===== src/rtl/pwr_mon_pkg.sv =====
// Shared types for the power-good supervisor: per-rail FSM state encoding
// and the fault codes reported to the power sequencer.
package pwr_mon_pkg;

    typedef enum logic [2:0] {
        OFF       = 3'd0,
        RAMP_UP,
        ON,
        RAMP_DOWN,
        FAULT
    } rail_state_t;

    localparam logic [1:0] FLT_NONE  = 2'b00;
    localparam logic [1:0] FLT_UP_TO = 2'b01;
    localparam logic [1:0] FLT_LOST  = 2'b10;
    localparam logic [1:0] FLT_DN_TO = 2'b11;

endpackage


===== src/rtl/pwr_rail_fsm.sv =====
// One monitored rail: power-good synchronizer, ramp/loss supervision FSM,
// and a one-cycle fault pulse carrying the fault code on FAULT entry.
module pwr_rail_fsm
    import pwr_mon_pkg::*;
#(
    parameter int               CNT_W       = 20,
    parameter logic [CNT_W-1:0] UP_TIMEOUT  = 20'd50000,
    parameter logic [CNT_W-1:0] DN_TIMEOUT  = 20'd50000,
    parameter logic [7:0]       GLITCH_FILT = 8'd4
) (
    input  logic       fsm_clk,
    input  logic       reset,
    input  logic       rail_en,
    input  logic       rail_pg,
    input  logic       fault_clr,
    output logic       rail_ok,
    output logic       flt_pulse,
    output logic [1:0] flt_code
);

    rail_state_t      state_q, state_d;
    logic [CNT_W-1:0] cnt_q, cnt_d;
    logic [7:0]       gcnt_q, gcnt_d;
    logic [1:0]       sync_q, sync_d;
    logic             pulse_q, pulse_d;
    logic [1:0]       code_q, code_d;
    logic             pg_s;

    assign sync_d = {sync_q[0], rail_pg};
    assign pg_s   = sync_q[1];

    // NOTE: every always_comb output gets a default first, so no path can
    // leave a value unassigned and infer a latch.
    always_comb begin
        state_d = state_q;
        cnt_d   = cnt_q;
        gcnt_d  = gcnt_q;
        pulse_d = 1'b0;
        code_d  = FLT_NONE;
        case (state_q)
            OFF: begin
                if (rail_en) begin
                    state_d = RAMP_UP;
                    cnt_d   = '0;
                end
            end
            RAMP_UP: begin
                if (!rail_en) begin
                    state_d = RAMP_DOWN;
                    cnt_d   = '0;
                end else if (pg_s) begin
                    state_d = ON;
                    gcnt_d  = '0;
                end else if (cnt_q == UP_TIMEOUT) begin
                    state_d = FAULT;
                    pulse_d = 1'b1;
                    code_d  = FLT_UP_TO;
                end else begin
                    cnt_d = cnt_q + CNT_W'(1);
                end
            end
            ON: begin
                if (!rail_en) begin
                    state_d = RAMP_DOWN;
                    cnt_d   = '0;
                end else if (!pg_s) begin
                    // Only a run of GLITCH_FILT consecutive low samples is a loss.
                    gcnt_d = gcnt_q + 8'd1;
                    if (gcnt_q + 8'd1 == GLITCH_FILT) begin
                        state_d = FAULT;
                        pulse_d = 1'b1;
                        code_d  = FLT_LOST;
                    end
                end else begin
                    gcnt_d = '0;
                end
            end
            RAMP_DOWN: begin
                if (rail_en) begin
                    state_d = RAMP_UP;
                    cnt_d   = '0;
                end else if (!pg_s) begin
                    state_d = OFF;
                end else if (cnt_q == DN_TIMEOUT) begin
                    state_d = FAULT;
                    pulse_d = 1'b1;
                    code_d  = FLT_DN_TO;
                end else begin
                    cnt_d = cnt_q + CNT_W'(1);
                end
            end
            FAULT: begin
                if (fault_clr) begin
                    state_d = OFF;
                end
            end
            default: state_d = OFF;
        endcase
    end

    // NOTE: state registers use non-blocking assignments so every flop
    // samples the pre-edge value of the others.
    always_ff @(posedge fsm_clk) begin
        if (!reset) begin
            state_q <= OFF;
            cnt_q   <= '0;
            gcnt_q  <= '0;
            sync_q  <= '0;
            pulse_q <= 1'b0;
            code_q  <= FLT_NONE;
        end else begin
            state_q <= state_d;
            cnt_q   <= cnt_d;
            gcnt_q  <= gcnt_d;
            sync_q  <= sync_d;
            pulse_q <= pulse_d;
            code_q  <= code_d;
        end
    end

    assign rail_ok   = (state_q == ON);
    assign flt_pulse = pulse_q;
    assign flt_code  = code_q;

endmodule


===== src/rtl/pwr_rail_monitor.sv =====
// Power-good supervisor: N_RAILS rail monitors plus a first-fault latch that
// drives a level power-off request back to the power sequencer.
module pwr_rail_monitor
    import pwr_mon_pkg::*;
#(
    parameter int               N_RAILS     = 6,
    parameter int               CNT_W       = 20,
    parameter logic [CNT_W-1:0] UP_TIMEOUT  = 20'd50000,
    parameter logic [CNT_W-1:0] DN_TIMEOUT  = 20'd50000,
    parameter logic [7:0]       GLITCH_FILT = 8'd4
) (
    input  logic               fsm_clk,
    input  logic               reset,
    input  logic [N_RAILS-1:0] rail_en,
    input  logic [N_RAILS-1:0] rail_pg,
    input  logic               fault_clr,
    output logic [N_RAILS-1:0] rail_ok,
    output logic               all_good,
    output logic               fault,
    output logic [1:0]         fault_code,
    output logic [2:0]         fault_rail,
    output logic               pwr_off_req
);

    logic [N_RAILS-1:0] flt_pulse_w;
    logic [1:0]         flt_code_w [N_RAILS];

    for (genvar i = 0; i < N_RAILS; i++) begin : g_rail
        pwr_rail_fsm #(
            .CNT_W      (CNT_W),
            .UP_TIMEOUT (UP_TIMEOUT),
            .DN_TIMEOUT (DN_TIMEOUT),
            .GLITCH_FILT(GLITCH_FILT)
        ) u_rail (
            .fsm_clk  (fsm_clk),
            .reset    (reset),
            .rail_en  (rail_en[i]),
            .rail_pg  (rail_pg[i]),
            .fault_clr(fault_clr),
            .rail_ok  (rail_ok[i]),
            .flt_pulse(flt_pulse_w[i]),
            .flt_code (flt_code_w[i])
        );
    end

    logic       fault_q, fault_d;
    logic [1:0] code_q, code_d;
    logic [2:0] rail_q, rail_d;
    logic       all_good_q, all_good_d;
    logic [1:0] pick_code;
    logic [2:0] pick_rail;

    // Lowest pulsing index wins; scanning downward leaves it as the last write.
    always_comb begin
        pick_code = FLT_NONE;
        pick_rail = '0;
        for (int i = N_RAILS - 1; i >= 0; i--) begin
            if (flt_pulse_w[i]) begin
                pick_code = flt_code_w[i];
                pick_rail = 3'(i);
            end
        end
    end

    // A new fault coinciding with fault_clr takes precedence over the clear.
    always_comb begin
        fault_d = fault_q;
        code_d  = code_q;
        rail_d  = rail_q;
        if ((|flt_pulse_w) && (!fault_q || fault_clr)) begin
            fault_d = 1'b1;
            code_d  = pick_code;
            rail_d  = pick_rail;
        end else if (fault_clr && fault_q) begin
            fault_d = 1'b0;
            code_d  = FLT_NONE;
            rail_d  = '0;
        end
        all_good_d = (&rail_ok) && !fault_d;
    end

    always_ff @(posedge fsm_clk) begin
        if (!reset) begin
            fault_q    <= 1'b0;
            code_q     <= FLT_NONE;
            rail_q     <= '0;
            all_good_q <= 1'b0;
        end else begin
            fault_q    <= fault_d;
            code_q     <= code_d;
            rail_q     <= rail_d;
            all_good_q <= all_good_d;
        end
    end

    assign fault       = fault_q;
    assign fault_code  = code_q;
    assign fault_rail  = rail_q;
    assign pwr_off_req = fault_q;
    assign all_good    = all_good_q;

endmodule


===== config.mk =====
export PLATFORM = sky130hd
export DESIGN_NAME = pwr_rail_monitor
export DESIGN_NICKNAME = d
export VERILOG_FILES = /design/src/rtl/pwr_mon_pkg.sv /design/src/rtl/pwr_rail_fsm.sv /design/src/rtl/pwr_rail_monitor.sv
export SDC_FILE = /design/constraint.sdc
export NUM_CORES = 1
export LEC_CHECK = 0
export ABC_CLOCK_PERIOD_IN_PS = 3500
export BUFFER_PORTS_ARGS = -buffer_cell sky130_fd_sc_hd__buf_2
export CAP_MARGIN = 20
export CORE_MARGIN = 5
export CORE_UTILIZATION = 35
export DETAILED_ROUTE_END_ITERATION = 7
export MAX_ROUTING_LAYER = met4
export PLACE_DENSITY = 0.52
export SLEW_MARGIN = 25
export SYNTH_ARGS = -nofsm -noshare
export SYNTH_HDL_FRONTEND = slang
export SYNTH_HIERARCHICAL = 1
export SYNTH_SLANG_ARGS = --single-unit

===== constraint.sdc =====
create_clock -name fsm_clk -period 3.5 [get_ports fsm_clk]
set_input_delay 0.525 -clock fsm_clk [delete_from_list [all_inputs] [get_ports fsm_clk]]
set_output_delay 0.525 -clock fsm_clk [all_outputs]
set_load 0.005 [all_outputs]

==> results of run 1 <==
through the flow:
stage | std cells | setup slack [ns] | util [%]
finish | 1983 | 0.988 | 39.3
global route | 1983 | 0.704 | 39.3
CTS | 1982 | 0.918 | 39.2
detailed placement | 1934 | 0.781 | 36.6
global placement | 1934 | 0.831 | 36.6
floorplan | 1502 | 1.35 | -
routing by layer:
metal  global-route usage [%]  vias up
met1                     20.7     5198
met5                        -        -
met3                     2.17       41
met2                     23.9      113
met4                     3.82        0
li1                         -     5588
cell families (layout without fill, tap and decap cells):
group	Yosys count	count (layout)	synth area share, %
other	0	1	0
xor gates and xnor gates	48	48	3.61
AOI/OAI and AO/OA	385	385	20.8
buffers and inverters	136	155	4.92
muxes	10	10	0.834
DFF	223	223	35.8
adders and majority gates	18	18	1.81
and+or+nand+nor	682	682	32.2
flip-flops by register name, summed over array words and instances (netlist names):
signal and flops:
g_rail.u_rail/gcnt_q 48, g_rail.u_rail/sync_q 12, g_rail.u_rail/flt_pulse 6, g_rail.u_rail/state_q 18
fault_rail 3, fault 1, g_rail.u_rail/flt_code 12, all_good 1
fault_code 2, g_rail.u_rail/cnt_q 120
worst min path at each step:
stage	startpoint	endpoint	depth (start not counted)
3_5_place_dp	g_rail[1].u_rail/sync_q[0]	g_rail[1].u_rail/sync_q[1]	1
6_report	rail_pg[0]	g_rail[0].u_rail/sync_q[0]	2
4_1_cts	rail_pg[0]	g_rail[0].u_rail/sync_q[0]	2
2_1_floorplan	g_rail[0].u_rail/sync_q[0]	g_rail[0].u_rail/sync_q[1]	1
3_3_place_gp	g_rail[1].u_rail/sync_q[0]	g_rail[1].u_rail/sync_q[1]	1
5_1_grt	rail_pg[0]	g_rail[0].u_rail/sync_q[0]	2
cells in the final DEF (no fill, tap or decap), drive strengths merged, types with 9 or more instances in the layout:
| cell type | synthesis | routed |
|---|---|---|
| a31oi | 26 | 26 |
| or4 | 26 | 26 |
| ha | 18 | 18 |
| o21ai | 81 | 81 |
| a21boi | 15 | 15 |
| nor2b | 24 | 24 |
| nand3 | 73 | 73 |
| o211ai | 15 | 15 |
| clkbuf | 38 | 34 |
| a21oi | 109 | 109 |
| nand4 | 48 | 48 |
| nor4b | 9 | 9 |
| nor3 | 38 | 38 |
| nor2 | 143 | 143 |
| xnor2 | 40 | 40 |
| nand3b | 29 | 29 |
| or3 | 19 | 19 |
| and2 | 18 | 18 |
| a31o | 16 | 16 |
| buf | 33 | 42 |
| dfxtp | 223 | 223 |
| a41o | 9 | 9 |
| nand2b | 37 | 37 |
| nand4b | 15 | 15 |
| nand2 | 88 | 88 |
| and3 | 26 | 26 |
| a211oi | 11 | 11 |
| o21a | 23 | 23 |
| inv | 65 | 65 |
| a2111oi | 10 | 10 |
| nor4 | 43 | 43 |
final cells by class:
cell class	instances	area (um^2)
sequential	223	4460
multi-input combinational	1143	7390
antenna	1	2.50
inverter	65	244
tap	461	577
fill	3562	21400
clock buffer	34	742
timing repair buffer	42	248
clock inverter	14	204
power groups by stage:
stage / registers, mW / clock network (mW) / logic (mW)
3_5_place_dp: 2.79 / 0 / 0.852
3_3_place_gp: 2.79 / 0 / 0.847
5_1_grt: 2.75 / 3.17 / 0.960
2_1_floorplan: 2.71 / 0 / 0.739
4_1_cts: 2.73 / 3.07 / 0.854
6_report: 2.73 / 2.97 / 0.843
==> flow_summary_export.csv, run 1 <==
group,metric,value,unit
power_and_ir_drop,power.net_switching,1.78,mW
detailed_routing,top_layer_used,"met4",
setup_path,critPathBufInv,0,
placement,place_area,0.0129,mm^2
detailed_routing,ant_nets,0,
timing,setup_viol_count_final,0,
setup_path,arrival,2.92,ns
power_and_ir_drop,switching_share,27.2,%
yosys,synth_area,0.0125,mm^2
global_route,grt-ovfl-total,0,
setup_path,criticalPathCategory,"register to register",
timing,period_share,71.8,%
floorplan,start_util,35.3,%
detailed_routing,post-route-drc-count,0,
power_and_ir_drop,combinationalPowerShare,12.9,%
timing,rsz0062_at_grt,"no",
setup_path,ff2ff_setup_slack,0.99,ns
yosys,ys_seq_area_share,35.8,%
timing,finalHoldViolations,0,
yosys,synth_warnings,6,
floorplan,core_area,0.0353,mm^2
yosys,syn_nets,1535,
global_route,grt_pass1_vias,10200,
cts,cts_root_buf,"clkbuf_16",
timing,fin_setup_tns,0,ns
detailed_routing,drt-initial-drc-count,574,
setup_path,critPathCapture,"g_rail[2].u_rail/cnt_q[6]",
detailed_routing,vias,10900,
power_and_ir_drop,p_per_area,472,mW/mm^2
detailed_routing,firstDrtPassIters,4,
setup_path,reg2reg_from,"g_rail[2].u_rail/state_q[1]",
timing,drv_slew,0,
yosys,syn_avg_cell_area,8.29,um^2
yosys,ys_ff_latch,223,
setup_path,cpPeakStageDelay,0.83,ns
timing,fmax,0.398,GHz
power_and_ir_drop,power_leakage,4.62,nW
detailed_routing,wl_met2,13200,um
yosys,synth.top_cell.area_share,35.8,%
global_route,grt_max_degree,48,
yosys,async_flop_share,0,%
setup_path,crit_start,"g_rail[2].u_rail/state_q[1]",
floorplan,fp.dieW,199,um
job,max_cap_viol_count,0,
cts,htree_levels,1,
cts,clkTransAtPathRegs,0.06,ns
setup_path,worstSetupEndpointType,"register",
power_and_ir_drop,p_total,6.54,mW
timing,max_slew_margin,34.1,%
yosys,yosysTopAreaCell,"dfxtp_1",
setup_path,crit_path_start_kind,"register",
detailed_routing,wl_met3,844,um
yosys,synth-main-ff-cell,"dfxtp_1",
cts,cts_inserted_buffers,27,
setup_path,cp_max_fo,14,
setup_path,r2r_end,"g_rail[2].u_rail/cnt_q[6]",
floorplan,rows,69,
yosys,synthTopCellsByArea,"dfxtp_1 (36%), nor2_1 (4.3%), a21oi_1 (4.3%)",
global_route,grt_usage,15.2,%
placement,io_buffers,28,
yosys,synthTopCellsByCount,"dfxtp_1 (223), nor2_1 (143), a21oi_1 (107)",
timing,skew,0.00866,ns
yosys,syn-instance-count,1502,
status,outcome,"completed",
global_route,antenna_found_initial,1,
setup_path,worstPathCellList,"xor2_1 > o211ai_2 > a211oi_2 > nand4_1 > mux2_1",
timing,fin_crit,2.51,ns
cells_and_area,nNetsFinal,1535,
power_and_ir_drop,seqPwrFrac,41.8,%
cells_and_area,final_layout_size_suffix_gt1_share,9.86,%
yosys,synth-edff-count,0,
setup_path,reg2reg_depth,5,
cts,cts_buffer_depth,3,
cells_and_area,fin_area,0.0139,mm^2
min_path,hp-class,"primary input to register",
detailed_routing,wire_per_inst,14.8,um
setup_path,crit_slowest_cell,"a211oi_2",
placement,dpl.hpwl,20400,um
yosys,yosysMostFrequentCell,"dfxtp_1",
power_and_ir_drop,clkPwrFrac,45.3,%
floorplan,io_pins,29,
power_and_ir_drop,ir_worst_vdd,393,uV
global_route,grt_pass1_wl,50500,um
cts,clock_latency,0.53,ns
setup_path,path_delay_family,"compound AO/OA/AOI/OAI gates",
cells_and_area,areaGrowthSynthToFinish,11.3,%
floorplan,die_h,199,um
cts,hold_buffers,0,
yosys,ys_types,91,
cts,cts_resized,0,
timing,tightest_slew,0.980,ns
cts,cts_setup_buffers,0,
timing,whs,0.205,ns
placement,gp_congestion,0.823,
detailed_routing,wl,29400,um
detailed_routing,vias_per_cell,5.52,
setup_path,path_depth,5,
power_and_ir_drop,p_int,4.77,mW
setup_path,cp.required,3.91,ns
cts,tritoncts,"done",
detailed_routing,wl_met1,14600,um
cts,cts.sinks,223,
floorplan,die-area,0.0395,mm^2
(Power assumes the default switching activity.)
==> run 2: changes to the inputs <==
ABC_CLOCK_PERIOD_IN_PS = 2400   (was 3500)
clock period = 2.4 ns   (was 3.5 ns; I/O delays follow)
==> flow_summary_export.csv, run 2 (synthesis results as in run 1) <==
group,metric,value,unit
status,outcome,"completed",
timing,drv_slew,0,
timing,max_slew_margin,53.2,%
setup_path,critPathBufInv,1,
detailed_routing,drt-initial-drc-count,529,
cts,cts_buffer_depth,3,
cts,htree_levels,1,
setup_path,cp.required,2.04,ns
cells_and_area,layout_common_cells,"dfxtp_1 (223), nor2_1 (143), a21oi_1 (107)",
floorplan,die_h,199,um
detailed_routing,ant_nets,0,
setup_path,cp_max_fo,12,
floorplan,io_pins,29,
floorplan,core_area,0.0353,mm^2
setup_path,arrival,1.83,ns
cells_and_area,final_layout_size_suffix_gt1_share,11.4,%
placement,dpl.hpwl,21000,um
detailed_routing,post-route-drc-count,0,
global_route,grt_pass1_wl,51900,um
timing,whs,0.0371,ns
power_and_ir_drop,power_leakage,4.77,nW
cells_and_area,top_register,"g_rail.u_rail/cnt_q",
cells_and_area,top_regs,"g_rail.u_rail/cnt_q: 120 flops, g_rail.u_rail/gcnt_q: 48 flops, g_rail.u_rail/state_q: 18 flops",
detailed_routing,wl,30200,um
detailed_routing,vias,10900,
timing,finalHoldViolations,0,
cells_and_area,nNetsFinal,1565,
floorplan,rows,69,
cts,cts_root_buf,"clkbuf_16",
cts,clock_latency,0.55,ns
floorplan,fp.dieW,199,um
min_path,hp-class,"primary input to register",
detailed_routing,wire_per_inst,15.0,um
cells_and_area,areaGrowthSynthToFinish,13.1,%
timing,period_share,91.1,%
detailed_routing,firstDrtPassIters,5,
timing,skew,0.0191,ns
global_route,antenna_found_initial,1,
power_and_ir_drop,p_per_area,685,mW/mm^2
floorplan,start_util,35.3,%
global_route,grt_usage,15.7,%
power_and_ir_drop,ir_worst_vdd,613,uV
timing,rsz0062_at_grt,"no",
setup_path,cpPeakStageDelay,0.55,ns
cts,tritoncts,"done",
cells_and_area,largest_reg_flops,120,
placement,gp_congestion,0.840,
placement,io_buffers,28,
timing,fin_setup_tns,0,ns
setup_path,crit_path_start_kind,"register",
floorplan,die-area,0.0395,mm^2
timing,fmax,0.457,GHz
timing,fin_crit,2.19,ns
detailed_routing,vias_per_cell,5.42,
global_route,grt-ovfl-total,0,
job,max_cap_viol_count,0,
cells_and_area,final_common_cell,"dfxtp_1",
global_route,grt_max_degree,29,
setup_path,crit_slowest_cell,"dfxtp_1",
setup_path,worstSetupEndpointType,"output pin",
setup_path,criticalPathCategory,"register to output pin",
cts,cts_inserted_buffers,27,
setup_path,worstPathCellList,"nand2b_1 > nor2_1 > buf_2",
setup_path,path_delay_family,"simple AND/OR/NAND/NOR gates",
cts,cts.sinks,223,
timing,setup_viol_count_final,0,
global_route,grt_pass1_vias,10400,
timing,tightest_slew,0.697,ns
cts,clkTransAtPathRegs,0.05,ns
==> run 2: cell count changes in the layout (fill, tap and decap cells not counted), sizes merged <==
cell         previous run  this run
buf                    42        70
clkinvlp                2         1
dlygate4sd3             0         2
clkbuf                 34        37
inv                    65        66
clkinv                  7         5
==> run 2: layout make-up <==
class	count	area, um^2
sequential	223	4460
timing repair buffer	72	478
tap	461	577
antenna	1	2.50
fill	3543	21200
multi-input combinational	1143	7380
clock inverter	12	191
inverter	65	244
clock buffer	37	753
==> run 2: per-stage QoR <==
| step | cell area, um^2 | worst slack [ns] | util (%) | instances | power (mW) |
|---|---|---|---|---|---|
| 2_1_floorplan | 12500 | 0.414 | - | 1502 | 5.03 |
| 6_report | 14100 | 0.212 | 39.9 | 2014 | 9.65 |
| 3_5_place_dp | 13100 | 0.169 | 37.2 | 1962 | 5.38 |
| 4_1_cts | 14100 | 0.131 | 39.9 | 2013 | 9.82 |
| 5_1_grt | 14100 | 0.0431 | 39.9 | 2014 | 10.1 |
| 3_3_place_gp | 13100 | 0.291 | 37.2 | 1962 | 5.36 |
==> run 2: path summary, 6_finish.rpt <==
check | from | endpoint | slack (ns) | cells past startpoint
worst max register to register | g_rail[3].u_rail/cnt_q[19] | g_rail[3].u_rail/cnt_q[9] | 0.26 | 6
worst min register to register | g_rail[4].u_rail/sync_q[0] | g_rail[4].u_rail/sync_q[1] | 0.42 | 1
worst max-delay path | g_rail[1].u_rail/state_q[1] | rail_ok[1] | 0.21 | 3
worst min-delay path | rail_pg[4] | g_rail[4].u_rail/sync_q[0] | 0.04 | 2
==> run 2: layer usage <==
metal,global-route usage [%],vias to the layer above,wire [um]
met5,-,-,0
met4,3.42,0,598
met3,2.12,45,868
met2,24.8,106,13700
met1,21.5,5141,15000
li1,-,5626,-
==> run 2: what timing repair did <==
action,CTS,global route
hold endpoints to repair,2,0
setup endpoints to repair,0,1
buffers inserted,0,0
gates resized for setup,0,1
hold buffers,2,0
==> run 2: worst register-to-register path, delay by kind of cell, from the launching register on <==
family,cells,cell delay (ns)
compound gates,3,0.54
buf+inv,1,0.22
simple gates,2,1.00
flops,1,0.32
==> run 2: power breakdown <==
group	total, mW	internal [mW]	switching [mW]
Sequential	3.97	3.80	0.175
Combinational	1.32	0.488	0.830
Clock	4.35	2.72	1.63
==> run 3: changes to the inputs <==
ABC_CLOCK_PERIOD_IN_PS = 2200   (was 2400)
RECOVER_POWER = 100   (was default)
clock period = 2.2 ns   (was 2.4 ns; I/O delays follow)
==> flow_summary_export.csv, run 3 (synthesis results as in run 1) <==
group,metric,value,unit
timing,drv_slew,0,
timing,period_share,94.4,%
setup_path,cpPeakStageDelay,0.42,ns
setup_path,r2r_end,"g_rail[4].u_rail/cnt_q[13]",
timing,fin_crit,2.08,ns
global_route,grt_max_degree,30,
cells_and_area,areaGrowthSynthToFinish,13.6,%
cells_and_area,fin_area,0.0141,mm^2
setup_path,critPathBufInv,1,
cells_and_area,final_common_cell,"dfxtp_1",
cts,htree_levels,1,
detailed_routing,ant_nets,0,
cts,tritoncts,"done",
cells_and_area,nNetsFinal,1593,
floorplan,die-area,0.0395,mm^2
cells_and_area,fillCellCount,3582,
placement,io_buffers,28,
setup_path,worstPathCellList,"nand2b_1 > nor2_1 > buf_2",
min_path,min_from,"rail_pg[3]",
detailed_routing,post-route-drc-count,0,
cells_and_area,final_layout_size_suffix_gt1_share,10.3,%
cts,cts_buffer_depth,3,
detailed_routing,drt-initial-drc-count,619,
setup_path,cp_max_fo,10,
placement,dp.cells,1986,
floorplan,fp.dieW,199,um
timing,tightest_slew,1.29,ns
power_and_ir_drop,ir_worst_vdd,527,uV
cts,cts.sinks,223,
floorplan,io_pins,29,
setup_path,reg2reg_from,"g_rail[4].u_rail/cnt_q[3]",
global_route,grt_usage,15.5,%
global_route,antenna_found_initial,1,
cells_and_area,post-route-util,40.1,%
timing,fmax,0.481,GHz
global_route,grt-ovfl-total,0,
global_route,grt_pass1_vias,10400,
detailed_routing,vias_per_cell,5.42,
setup_path,path_delay_family,"simple AND/OR/NAND/NOR gates",
setup_path,crit_path_start_kind,"register",
detailed_routing,wl,30000,um
detailed_routing,firstDrtPassIters,5,
timing,max_slew_margin,14.3,%
timing,whs,0.0270,ns
power_and_ir_drop,power_leakage,4.77,nW
cells_and_area,multi_input_area,0.00729,mm^2
timing,setup_viol_count_final,0,
cts,cts_root_buf,"clkbuf_16",
setup_path,ff2ff_setup_slack,0.16,ns
floorplan,core_area,0.0353,mm^2
setup_path,worstSetupEndpointType,"output pin",
cts,clkTransAtPathRegs,0.06,ns
setup_path,reg2reg_depth,5,
cts,clock_latency,0.55,ns
floorplan,start_util,35.3,%
cells_and_area,top_register,"g_rail.u_rail/cnt_q",
placement,dpl.hpwl,21300,um
detailed_routing,wire_per_inst,14.7,um
job,max_cap_viol_count,0,
cells_and_area,top_regs,"g_rail.u_rail/cnt_q: 120 flops, g_rail.u_rail/gcnt_q: 48 flops, g_rail.u_rail/state_q: 18 flops",
timing,skew,0.0183,ns
cells_and_area,layout_common_cells,"dfxtp_1 (223), nor2_1 (143), a21oi_1 (108)",
cts,cts_inserted_buffers,28,
cells_and_area,seqCellArea,0.00446,mm^2
min_path,hp-class,"primary input to register",
setup_path,cp.required,1.87,ns
setup_path,crit_slowest_cell,"dfxtp_1",
min_path,hold_depth,2,
floorplan,rows,69,
setup_path,arrival,1.75,ns
status,outcome,"completed",
detailed_routing,vias,11100,
min_path,hold_end,"g_rail[3].u_rail/sync_q[0]",
cells_and_area,largest_reg_flops,120,
placement,gp_congestion,0.819,
placement,place_area,0.0133,mm^2
global_route,grt_pass1_wl,51400,um
floorplan,die_h,199,um
cts,cts_setup_buffers,0,
timing,finalHoldViolations,0,
setup_path,criticalPathCategory,"register to output pin",
power_and_ir_drop,p_per_area,747,mW/mm^2
timing,rsz0062_at_grt,"yes",
setup_path,path_depth,3,
cells_and_area,stdcell_count,2040,
[run 3: repair_timing]
action | CTS | global route
gates resized for setup | 0 | 1
endpoints found under the setup margin | 0 | 2
hold buffers | 5 | 0
hold endpoints to repair | 5 | 0
[run 3: final cells by class]
type	count	share of cell area, %
inverter	65	1.72
timing repair buffer	99	4.27
clock inverter	9	1.18
clock buffer	39	5.67
tap	461	4.08
sequential	223	31.6
multi-input combinational	1143	51.5
antenna	1	0.0177
[run 3: how the worst max path moves through the flow]
stage / from / to / slack [ns]
finish: g_rail[1].u_rail/state_q[0] / rail_ok[1] / 0.12
global route: g_rail[4].u_rail/cnt_q[0] / g_rail[4].u_rail/state_q[1] / -0.02
CTS: g_rail[1].u_rail/state_q[1] / rail_ok[1] / 0.05
detailed placement: rail_en[3] / g_rail[3].u_rail/cnt_q[6] / 0.18
global placement: g_rail[2].u_rail/cnt_q[3] / g_rail[2].u_rail/cnt_q[9] / 0.22
floorplan: g_rail[0].u_rail/cnt_q[19] / g_rail[0].u_rail/state_q[1] / 0.22
[run 3: worst reg2reg max path, stage by stage (launching register included)]
cell     delay [ns]
dfxtp_1        0.47
nand4_1        0.28
or4_4          0.60
nor4_4         0.28
nand4_1        0.15
mux2i_1        0.14
[run 3: metal layers]
| metal | part of all wire [%] | track usage (%) |
|---|---|---|
| met3 | 3.0 | 2.03 |
| met4 | 1.7 | 3.47 |
| met5 | 0 | - |
| met2 | 46 | 24.8 |
| met1 | 49 | 21.0 |
[run 3: power by group]
part           internal (mW)  switching, mW
combinational          0.552          0.926
sequential              4.15          0.167
clock                   3.00           1.77
[run 3: through the flow]
step	setup TNS, ns	power, mW	worst slack [ns]
final	0	10.6	0.122
after detailed placement	0	5.93	0.181
after floorplan	0	5.48	0.217
after global routing	-0.0542	11.1	-0.0174
after global placement	0	5.92	0.219
after CTS	0	10.8	0.0501
